**src/rtl/voice_allocator.sv**
```systemverilog
`default_nettype none
// ============================================================================
//  Module   : voice_allocator
//  Purpose  : Assigns incoming note-on/note-off events to a pool of synth
//             voices. One event is processed at a time. The allocator scans
//             one voice per cycle, then applies the result in a single commit
//             cycle. Each voice keeps an age rank; 0 is the most recently
//             allocated voice.
//  Options  : Define VOICE_ALLOCATOR_STEAL_EN to steal the oldest voice when
//             every voice is busy. Without it, such note-ons are dropped and
//             ev_dropped pulses.
//  Revision : 1.0 - initial release
// ============================================================================
module voice_allocator #(
    parameter int VOICES = 8
) (
    input  logic                  clk,
    input  logic                  reset,
    input  logic                  ev_valid,
    output logic                  ev_ready,
    input  logic                  ev_on,
    input  logic [6:0]            ev_note,
    input  logic [6:0]            ev_vel,
    output logic [VOICES-1:0]     voice_gate,
    output logic [7*VOICES-1:0]   voice_note,
    output logic [7*VOICES-1:0]   voice_vel,
    output logic                  voice_stolen,
    output logic                  ev_dropped
);

    localparam int              c_iw       = (VOICES > 1) ? $clog2(VOICES) : 1;
    localparam logic [c_iw-1:0] c_last_idx = c_iw'(VOICES - 1);

    localparam logic [1:0] c_idle   = 2'd0;
    localparam logic [1:0] c_scan   = 2'd1;
    localparam logic [1:0] c_commit = 2'd2;

`ifdef VOICE_ALLOCATOR_STEAL_EN
    localparam logic c_steal_en = 1'b1;
`else
    localparam logic c_steal_en = 1'b0;
`endif

    // Controller state and the latched event
    logic [1:0]      r_state;
    logic [c_iw-1:0] r_idx;
    logic            r_on;
    logic [6:0]      r_ev_note;
    logic [6:0]      r_ev_vel;

    // Results gathered during the scan
    logic            r_match_found;
    logic [c_iw-1:0] r_match_idx;
    logic            r_free_found;
    logic [c_iw-1:0] r_free_idx;
    logic [c_iw-1:0] r_oldest_idx;

    // Per-voice state
    logic [VOICES-1:0] r_gate;
    logic [6:0]        r_note_arr [VOICES];
    logic [6:0]        r_vel_arr  [VOICES];
    logic [c_iw-1:0]   r_rank     [VOICES];
    logic              r_stolen;
    logic              r_dropped;

    // Commit decisions
    logic            w_do_load;
    logic            w_do_off;
    logic            w_steal;
    logic            w_drop;
    logic [c_iw-1:0] w_target;

    // Reset has priority so that no event can be accepted while it is held.
    assign ev_ready     = (r_state == c_idle) && !reset;
    assign voice_gate   = r_gate;
    assign voice_stolen = r_stolen;
    assign ev_dropped   = r_dropped;

    for (genvar gi = 0; gi < VOICES; gi++) begin : g_pack
        assign voice_note[7*gi +: 7] = r_note_arr[gi];
        assign voice_vel[7*gi +: 7]  = r_vel_arr[gi];
    end

    // Sequence each event through accept, scan, and commit.
    // Record the lowest matching voice, the lowest free voice, and the oldest voice.
    always_ff @(posedge clk) begin
        if (reset) begin
            r_state       <= c_idle;
            r_idx         <= '0;
            r_on          <= 1'b0;
            r_ev_note     <= '0;
            r_ev_vel      <= '0;
            r_match_found <= 1'b0;
            r_match_idx   <= '0;
            r_free_found  <= 1'b0;
            r_free_idx    <= '0;
            r_oldest_idx  <= '0;
        end else begin
            case (r_state)
                c_idle: begin
                    if (ev_valid && ev_ready) begin
                        // A velocity of zero is handled as a note-off.
                        r_on          <= ev_on && (ev_vel != 7'd0);
                        r_ev_note     <= ev_note;
                        r_ev_vel      <= ev_vel;
                        r_idx         <= '0;
                        r_match_found <= 1'b0;
                        r_free_found  <= 1'b0;
                        r_state       <= c_scan;
                    end
                end
                c_scan: begin
                    // Voices are scanned from index 0 upward.
                    // The first hit in each category is therefore the lowest index.
                    if (r_gate[r_idx] && (r_note_arr[r_idx] == r_ev_note) && !r_match_found) begin
                        r_match_found <= 1'b1;
                        r_match_idx   <= r_idx;
                    end
                    if (!r_gate[r_idx] && !r_free_found) begin
                        r_free_found <= 1'b1;
                        r_free_idx   <= r_idx;
                    end
                    if (r_rank[r_idx] == c_last_idx) begin
                        r_oldest_idx <= r_idx;
                    end
                    if (r_idx == c_last_idx) begin
                        r_state <= c_commit;
                    end else begin
                        r_idx <= r_idx + 1'b1;
                    end
                end
                c_commit: r_state <= c_idle;
                default:  r_state <= c_idle;
            endcase
        end
    end

    // Choose the target voice and the action for the commit cycle.
    always_comb begin
        w_target  = r_match_idx;
        w_do_load = 1'b0;
        w_do_off  = 1'b0;
        w_steal   = 1'b0;
        w_drop    = 1'b0;
        if (r_on) begin
            if (r_match_found) begin
                w_do_load = 1'b1;
            end else if (r_free_found) begin
                w_target  = r_free_idx;
                w_do_load = 1'b1;
            end else if (c_steal_en) begin
                w_target  = r_oldest_idx;
                w_do_load = 1'b1;
                w_steal   = 1'b1;
            end else begin
                w_drop = 1'b1;
            end
        end else if (r_match_found) begin
            w_do_off = 1'b1;
        end
    end

    // Voice state changes only on the commit edge.
    // The status pulses are high for the single cycle that follows the commit.
    always_ff @(posedge clk) begin
        if (reset) begin
            r_gate    <= '0;
            r_stolen  <= 1'b0;
            r_dropped <= 1'b0;
            for (int i = 0; i < VOICES; i++) begin
                r_note_arr[i] <= '0;
                r_vel_arr[i]  <= '0;
                r_rank[i]     <= c_iw'(i);
            end
        end else begin
            r_stolen  <= 1'b0;
            r_dropped <= 1'b0;
            if (r_state == c_commit) begin
                r_stolen  <= w_steal;
                r_dropped <= w_drop;
                if (w_do_load) begin
                    r_gate[w_target]     <= 1'b1;
                    r_note_arr[w_target] <= r_ev_note;
                    r_vel_arr[w_target]  <= r_ev_vel;
                    // The target becomes the newest voice.
                    // Voices that were newer than the target each age by one rank.
                    for (int i = 0; i < VOICES; i++) begin
                        if (c_iw'(i) == w_target) begin
                            r_rank[i] <= '0;
                        end else if (r_rank[i] < r_rank[w_target]) begin
                            r_rank[i] <= r_rank[i] + 1'b1;
                        end
                    end
                end
                if (w_do_off) begin
                    r_gate[w_target] <= 1'b0;
                end
            end
        end
    end

endmodule
`default_nettype wire

```
**config.mk**
```make
export PLATFORM = sky130hd
export DESIGN_NAME = voice_allocator
export DESIGN_NICKNAME = d
export VERILOG_FILES = /design/src/rtl/voice_allocator.sv
export SDC_FILE = /design/constraint.sdc
export NUM_CORES = 1
export LEC_CHECK = 0
export BUFFER_PORTS_ARGS = -buffer_cell sky130_fd_sc_hd__buf_4
export CORE_MARGIN = 2
export CORE_UTILIZATION = 49
export CTS_CLUSTER_DIAMETER = 100
export DETAILED_ROUTE_END_ITERATION = 16
export HOLD_SLACK_MARGIN = 0.05
export PLACE_DENSITY = 0.75
export SLEW_MARGIN = 20
export SYNTH_ARGS = -nofsm -noshare
export SYNTH_HDL_FRONTEND = slang
export SYNTH_SLANG_ARGS = --single-unit
```
**constraint.sdc**
```tcl
create_clock -name clk -period 2.2 [get_ports clk]
set_clock_uncertainty 0.1 [all_clocks]
set_input_delay 0.11 -clock clk [delete_from_list [all_inputs] [get_ports clk]]
set_output_delay 0.11 -clock clk [all_outputs]
set_load 0.1 [all_outputs]
```
* Word level (Yosys, flattened, before mapping) *
Memories as Yosys holds them, arrays and structs flattened. A register that Yosys moved wholly into a read port is not among the register bits.
Index checks and enable logic that the tools add are counted.
W data, S select, Z words.

cells by class
  div/mod/pow operators = 0
  reduce and logical (&&, ||, !) cells = 24
  bitwise logic cells = 5
  $mul = 0
  $lt $le $gt $ge = 3
  mux-type cells = 42
  shift operators = 0
  equal/unequal tests = 9
  $add $sub $neg = 1

operators by type and width
  cell                   count
  $mux W8                4
  $mux W3                9
  $mux W1                19
  $mux W7                2
  $reduce_or A7 Y1       2
  $reduce_and A3 Y1      3
  $and A8 B8 Y8          1
  $lt A3 B4 Y1 const B   2
  $ne A2 B2 Y1 const B   4
  $not A8 Y8             1
  $or A8 B8 Y8           1
  $reduce_and A2 Y1      4
  $eq A7 B7 Y1           1
  $logic_and A1 B1 Y1    7
  $reduce_bool A7 Y1     1
  $pmux W3 S2            1
  $logic_not A1 Y1       4
  $mux W2                2
  $pmux W1 S2            2
  $pmux W2 S2            1
  $reduce_or A4 Y1       1
  $add A3 B1 Y3 const B  1
  $bmux W1 S3            1
  $demux W1 S3           1
  other kinds (8)        9

storage, ports and cells
  bits in read-only memories = 0
  flip-flop bits (word level) = 37
  logic and storage cells = 97
  latch bits = 0
  input port bits = 18
  memories = 2
  bits in writable memories = 112

memories
  memory      words  width  rd ports  clocked after Yosys merged registers in  wr ports  RTL line  source
  r_note_arr  8      7      9         1                                        8         60        logic [6:0] r_note_arr [VOICES];
  r_vel_arr   8      7      8         0                                        8         61        logic [6:0] r_vel_arr [VOICES];

* Depth between registers and ports, before layout *
Gate-level depths: netlist of the first run.

  depth after elaboration = 13
  gate-level depth with buffers = 8

* Least setup slack after synthesis of the first run *
OpenSTA, ideal clock, no wires.

  path type = reg-to-reg
  start = reg r_state[1]
  end = reg r_ev_note[0]
  clock period less this slack = 3.761 ns
  library setup time = 0.132 ns
  path slack = -1.561 ns
  required time = 1.968 ns
  arrival = 3.529 ns
  stages on the path, launching flop included = 6
  cell sequence = dfxtp_1 > nor3_1 > nand2_1 > clkbuf_1 > nand2_1 > a21oi_1

on the way
  cells in the longest elaborated chain, start to end = 4

RTL lines
  what                                RTL line  source
  from (decl)                         45        logic [1:0] r_state;
  from (signal assigned)              88        r_state <= c_idle;
  from (signal assigned)              109       r_state <= c_scan;
  from (signal assigned)              127       r_state <= c_commit;
  $logic_not A2 Y1                    74        assign ev_ready = (r_state == c_idle) && !reset;
  $logic_and A1 B1 Y1                 74
  named net ev_ready                  20        output logic ev_ready,
  $logic_and A1 B1 Y1                 101       if (ev_valid && ev_ready) begin
  $reduce_and A2 Y1 (no source line)  --
  to (signal assigned)                104       r_ev_note <= ev_note;
  to (decl)                           48        logic [6:0] r_ev_note;

The timed path passes the listed nets, and every way through them passes these cells.
A chain may end at the register's enable or synchronous reset.

==> out/results.ini, run 1 <==
[layout]
area_growth_pct=37.18
final_cell_count_no_fill=879
design_area_sq_um=9034
final_nets=710
drive_above_1_share=0.3798
antenna_cells=0
layout.cells.most_common=buf_4
final_core_util=0.6849
layout_common_cells=180 x buf_4, 113 x and2_1, 112 x edfxtp_1, 39 x nand2_1, 38 x dfxtp_1

[detailed_routing]
drt_wl_total_um=18050
first_iter_violations=302
antenna_left=0
num_vias=4788
wire_per_inst_um=20.53
post-route-drc-count=0
avgViaCountPerCell=5.447
dr.pass1.iters=4

[logic_synthesis]
syn-cell-area_sq_um=6585
synthCells=495
synth_edf_count=112
ys_async_sr_fraction=0
synth_xor_area_frac=0.007980
synthMuxAreaShare=0.08455
ys_seq_area_frac=0.6323
synth-main-ff-cell=edfxtp_1
yosys.cell_types.count=53
synth_area_per_cell_sq_um=13.30
yosys_warnings=0
syn_nets=515
synthAdderAreaFrac=0.003800
synth_compound_area_frac=0.04997
synth-seq-cells=152
synth_top_family_by_area=simple AND/OR/NAND/NOR gates
synthSimpleGateAreaFrac=0.1862

[outcome]
outcome=finished clean

[critical_path]
end_kind=flip-flop
cp-start-kind=flip-flop
critPathArrivalTime_ns=2.37
required_ns=2.39
path_max_fanout=6
critPathKind=flip-flop to flip-flop

[grt]
gr-total-overflow=0
grt_max_degree=42
antenna_found_initial=0
grtUsageTotal=0.2562
grt_pass1_wl_um=27240
first_global_vias=4877

[clock_tree]
cts_tree=built
clkLatencyLatePin_ns=0.42
clock-sinks=152
clockBufferDepth=2
cts.clk_slew.worst_paths_ns=0.06
htree_levels=4
numCtsBuffers=17
cts_root_buffer=clkbuf_16

[die]
die_w_um=119.9
fp-row-count=42
dieArea_sq_um=14380
io_pins=141
die_h_um=119.9
core_sq_um=13190
initial_core_util=0.4992

[power_and_ir_drop]
intPower_mw=5.337
pwr-share-seq=0.442
vdd_ir_drop_max_uv=606.3
p_total_mw=7.335
p_switching_mw=1.998
power.density_nw_per_um2=811.9
clkPwrFrac=0.420
p_leak_nw=3.676
p_sw_frac=0.2724
comb_power_share=0.138

[timing]
worst_hold_slack_ns=0.1907
max_freq_mhz=457.3
fin_ws_ns=0.01313
drv_slew=0
rsz0062_at_grt=yes
final.setup.tns_ns=0
finalHoldViolCount=0
final.period_utilization=0.9940
period_needed_ns=2.187
setup_violations=0

[placed_design]
gp_congestion=0.9152
dp_cells=828
portBuffers=139
dpl.hpwl_um=12470
place_ws_ns=-0.1112
placed_cell_area_sq_um=8127

[run]
maxCapViolCount=0

[hold_path]
min_path_type=primary input to flip-flop

-- logic make-up (layout without fill, tap and decap cells) --
logic type	count (synthesis)	in the layout
AOI/OAI and AO/OA	55	55
and+or+nand+nor	207	207
adders and majority gates	2	2
xor gates and xnor gates	6	6
muxes	38	38
DFF	152	152
other	1	1
buffers and inverters	34	242
-- state kept, by name, summed over array words and instances, names as in the netlist, named ones only --
| signal | cells |
|---|---|
| ev_dropped | 1 |
| r_ev_note | 7 |
| r_ev_vel | 7 |
| r_free_found | 1 |
| r_free_idx | 3 |
| r_idx | 3 |
| r_match_found | 1 |
| r_match_idx | 3 |
| r_note_arr | 56 |
| r_on | 1 |
| r_state | 2 |
| r_vel_arr | 56 |
| voice_gate | 8 |
-- routing by layer --
layer / part of all wire / vias up / global-route usage
li1: - / 2148 / -
met1: 0.39 / 2356 / 0.3138
met2: 0.49 / 251 / 0.4173
met3: 0.095 / 33 / 0.08317
met4: 0.025 / 0 / 0.1088
met5: 0 / - / 0
-- final timing paths --
kind	from	to	slack, ns	depth (start not counted)
worst max-delay path	flip-flop	r_match_idx[0]	0.01	7
worst max register to register	flip-flop	r_match_idx[0]	0.01	7
worst min-delay path	reset	r_note_arr[3][0]	0.19	3
worst min register to register	voice_gate[4]	voice_gate[4]	0.41	2
-- worst max-delay path, stage by stage (launching register included) --
cell and delay (ns):
dfxtp_2 0.34, buf_12 0.13, mux4_2 0.54, mux2i_4 0.19
xor2_1 0.25, o2111ai_2 0.21, o21ai_1 0.19, a21oi_1 0.10
-- cell type report --
class | instances | area (sq um)
fill | 908 | 4156
tap | 176 | 220.2
sequential | 152 | 4169
timing repair buffer | 208 | 1723
inverter | 2 | 7.507
multi-input combinational | 309 | 2295
clock inverter | 12 | 172.7
clock buffer | 20 | 446.7
-- power groups by stage --
stage	logic (mW)	registers, mW	clock network [mW]
after floorplan	0.215	3.79	0
after global placement	0.962	3.29	0
after detailed placement	0.970	3.30	0
after CTS	1.00	3.24	3.09
after global routing	1.04	3.25	3.21
final	1.01	3.24	3.08
-- cell usage after synthesis, types with 2 or more instances --
master | n | area, sq um
a211oi_1 | 7 | 52.55
a21o_1 | 6 | 45.04
a21oi_1 | 32 | 160.2
and2_1 | 113 | 706.9
and2b_2 | 2 | 17.52
and3_1 | 2 | 12.51
and3_2 | 2 | 15.01
buf_1 | 4 | 15.01
buf_2 | 2 | 10.01
buf_4 | 6 | 45.04
buf_6 | 2 | 22.52
clkbuf_1 | 10 | 37.54
clkbuf_2 | 4 | 20.02
clkbuf_8 | 2 | 27.53
dfxtp_1 | 40 | 800.8
edfxtp_1 | 112 | 3363
ha_1 | 2 | 25.02
inv_1 | 2 | 7.510
mux2_2 | 3 | 33.78
mux2i_1 | 22 | 220.2
mux4_1 | 5 | 131.4
mux4_2 | 6 | 135.1
nand2_1 | 39 | 146.4
nand2b_1 | 3 | 18.77
nand3_1 | 2 | 10.01
nand3b_1 | 3 | 22.52
nand4_1 | 4 | 25.02
nor2_1 | 12 | 45.04
nor2_2 | 3 | 18.77
nor3_1 | 8 | 40.04
nor3_2 | 3 | 30.03
nor4_1 | 2 | 12.51
nor4_2 | 2 | 25.02
o21ai_0 | 4 | 20.02
xor2_1 | 6 | 52.55
-- repair_timing --
action,4_1_cts,5_1_grt
hold buffers,18,0
setup endpoints to repair,14,58
gates resized for setup,6,16
pin swaps,5,5
endpoints found under the hold margin,16,0
setup buffers,1,0
gates cloned,0,0
Power figures use the tool's default switching activity.
==> run 2: changes to the inputs <==
--- a/config.mk
+++ b/config.mk
@@ -5,6 +5,7 @@
 export SDC_FILE = /design/constraint.sdc
 export NUM_CORES = 1
 export LEC_CHECK = 0
+export ABC_AREA = 1
 export BUFFER_PORTS_ARGS = -buffer_cell sky130_fd_sc_hd__buf_4
 export CORE_MARGIN = 2
 export CORE_UTILIZATION = 49
==> run 2 against run 1 <==
Effect of this change: power rose by 0.33%; synthesized cell count rose by 41%; largest cell class unchanged; design area fell by 3.7%; via count rose by 16%.
==> out/results.ini, run 2 <==
[outcome]
outcome=finished clean

[hold_path]
hp-start=r_ev_note[5]
min_path_type=flip-flop to flip-flop

[die]
fp-row-count=42
dieArea_sq_um=14180
initial_core_util=0.4960
io_pins=141
core_sq_um=13090
die_h_um=119.1
die_w_um=119.1

[critical_path]
critPathKind=flip-flop to flip-flop
end_kind=flip-flop
cp-start-kind=flip-flop
path_max_fanout=7
reg2reg_from=r_free_found
startpoint=r_free_found
required_ns=2.23
critPathArrivalTime_ns=2.11

[detailed_routing]
avgViaCountPerCell=5.228
num_vias=5578
first_iter_violations=525
wl_met3_um=1541
met1_length_um=7459
met2_wirelength_um=9566
antenna_left=0
post-route-drc-count=0
dr.max_layer_used=met4
wire_per_inst_um=17.91
drt_wl_total_um=19110
dr.pass1.iters=5

[run]
maxCapViolCount=0

[logic_synthesis]
synth-seq-cells=152
syn_nets=719
yosys-top-cells-area=edfxtp_1 52%, dfxtp_1 12%, nand2_1 9.1%
synth-main-ff-cell=edfxtp_1
synth_top_cells_by_count=158 x nand2_1, 148 x nor2_1, 112 x edfxtp_1, 71 x inv_1, 56 x nand3_1
ys_async_sr_fraction=0
ys_seq_area_frac=0.6416
yosys_warnings=0
yosys.cell_types.count=26
synth_most_common_cell=nand2_1
synth_top_area_frac=0.5182
yosys.area.top_type=edfxtp_1
syn-cell-area_sq_um=6490
synth_edf_count=112
synthCells=699
synth_area_per_cell_sq_um=9.285

[timing]
final.period_utilization=0.9442
fin_ws_ns=0.1227
drv_slew=0
max_freq_mhz=481.4
setup_violations=0
finalHoldViolCount=0
period_needed_ns=2.077
rsz0062_at_grt=no

[grt]
grt_max_degree=40
grtUsageTotal=0.2773
first_global_vias=5341
gr-total-overflow=0
grt_pass1_wl_um=29270
antenna_found_initial=0

[layout]
layout.cells.most_common=buf_4
final_core_util=0.6646
drive_above_1_share=0.2480
layout_common_cells=167 x buf_4, 158 x nand2_1, 148 x nor2_1, 112 x edfxtp_1, 71 x inv_1
nFillCells=1000
final_nets=898
final_cell_count_no_fill=1067
antenna_cells=0
area_growth_pct=33.99

[placed_design]
portBuffers=139
dp_cells=1017
dpl.hpwl_um=13570
gp_congestion=0.9492
place_ws_ns=0.1362

[clock_tree]
cts_root_buffer=clkbuf_16
htree_levels=4
cts_setup_buffers=0
cts_tree=built
cts.clk_slew.worst_paths_ns=0.06
clock-sinks=152
clockBufferDepth=2
clkLatencyLatePin_ns=0.42
numCtsBuffers=17

[power_and_ir_drop]
vdd_ir_drop_max_uv=664.0
power.density_nw_per_um2=846.3
p_leak_nw=3.757

-- run 2: cell count changes after synthesis, sizes merged, moves of 15 or more --
| cell | before | now |
|---|---|---|
| and2 | 114 | 0 |
| clkinv | 0 | 15 |
| inv | 2 | 75 |
| mux2i | 24 | 0 |
| nand2 | 40 | 160 |
| nand3 | 2 | 57 |
| nor2 | 15 | 151 |
| o21ai | 4 | 22 |
-- run 2: per-layer routing --
| metal | up-vias | track usage |
|---|---|---|
| li1 | 2613 | - |
| met1 | 2629 | 0.3482 |
| met2 | 291 | 0.4705 |
| met3 | 45 | 0.05556 |
| met4 | 0 | 0.1124 |
| met5 | - | 0 |
-- run 2: stage by stage --
step	setup TNS (ns)	power (mW)	cell area, sq um	hold slack [ns]
6_report	0	7.359	8696	0.3860
5_1_grt	0	7.553	8696	0.4175
4_1_cts	0	7.371	8693	0.3902
3_5_place_dp	0	4.406	7905	0.2686
3_3_place_gp	0	4.391	7905	0.2651
2_1_floorplan	-8.568	4.110	6501	0.1413
-- run 2: power breakdown --
part	internal, mW	switching, mW
Sequential	3.17	0.0682
Clock	1.85	1.13
Combinational	0.251	0.896
Total	5.27	2.09
-- run 2: timing repair --
action / 4_1_cts / 5_1_grt
hold buffers: 18 / 0
setup endpoints to repair: 0 / 74
gates resized for setup: 0 / 3
hold endpoints to repair: 24 / 0
-- run 2: final cells by class --
cell class                 instances  area, sq um  area share
inverter                          90        340.3     0.03914
tap                              176        220.2     0.02532
clock inverter                    10        143.9     0.01655
multi-input combinational        429         1869      0.2150
sequential                       152         4164      0.4788
timing repair buffer             188         1494      0.1718
clock buffer                      22        464.2     0.05338
-- run 2: path summary, 6_finish.rpt --
path,slack [ns],endpoint,cells past startpoint
setup / recovery,0.12,r_vel_arr[1][1],9
hold / removal,0.39,r_ev_note[5],2
setup reg to reg,0.12,r_vel_arr[1][1],9
hold reg to reg,0.39,r_ev_note[5],2
-- run 2: logic make-up (layout without fill, tap and decap cells) --
| group | count (synthesis) | after routing | share of synthesized area |
|---|---|---|---|
| adder cells (fa/ha/maj) | 2 | 2 | 0.003855 |
| AND/OR/NAND/NOR | 373 | 373 | 0.2312 |
| buffers and inverters | 118 | 310 | 0.07210 |
| other | 1 | 1 | 0.0005778 |
| AO/OA/AOI/OAI | 53 | 53 | 0.05071 |
| flip-flops | 152 | 152 | 0.6416 |
-- run 2: critical path, stage by stage (launching register included) --
cell and delay (ns):
dfxtp_1 0.41, nand3_2 0.18, o21ai_2 0.20, inv_2 0.08, nor2_1 0.15, nand2_1 0.11
nor2_1 0.19, nand2_2 0.08, nand2_1 0.11, buf_4 0.18
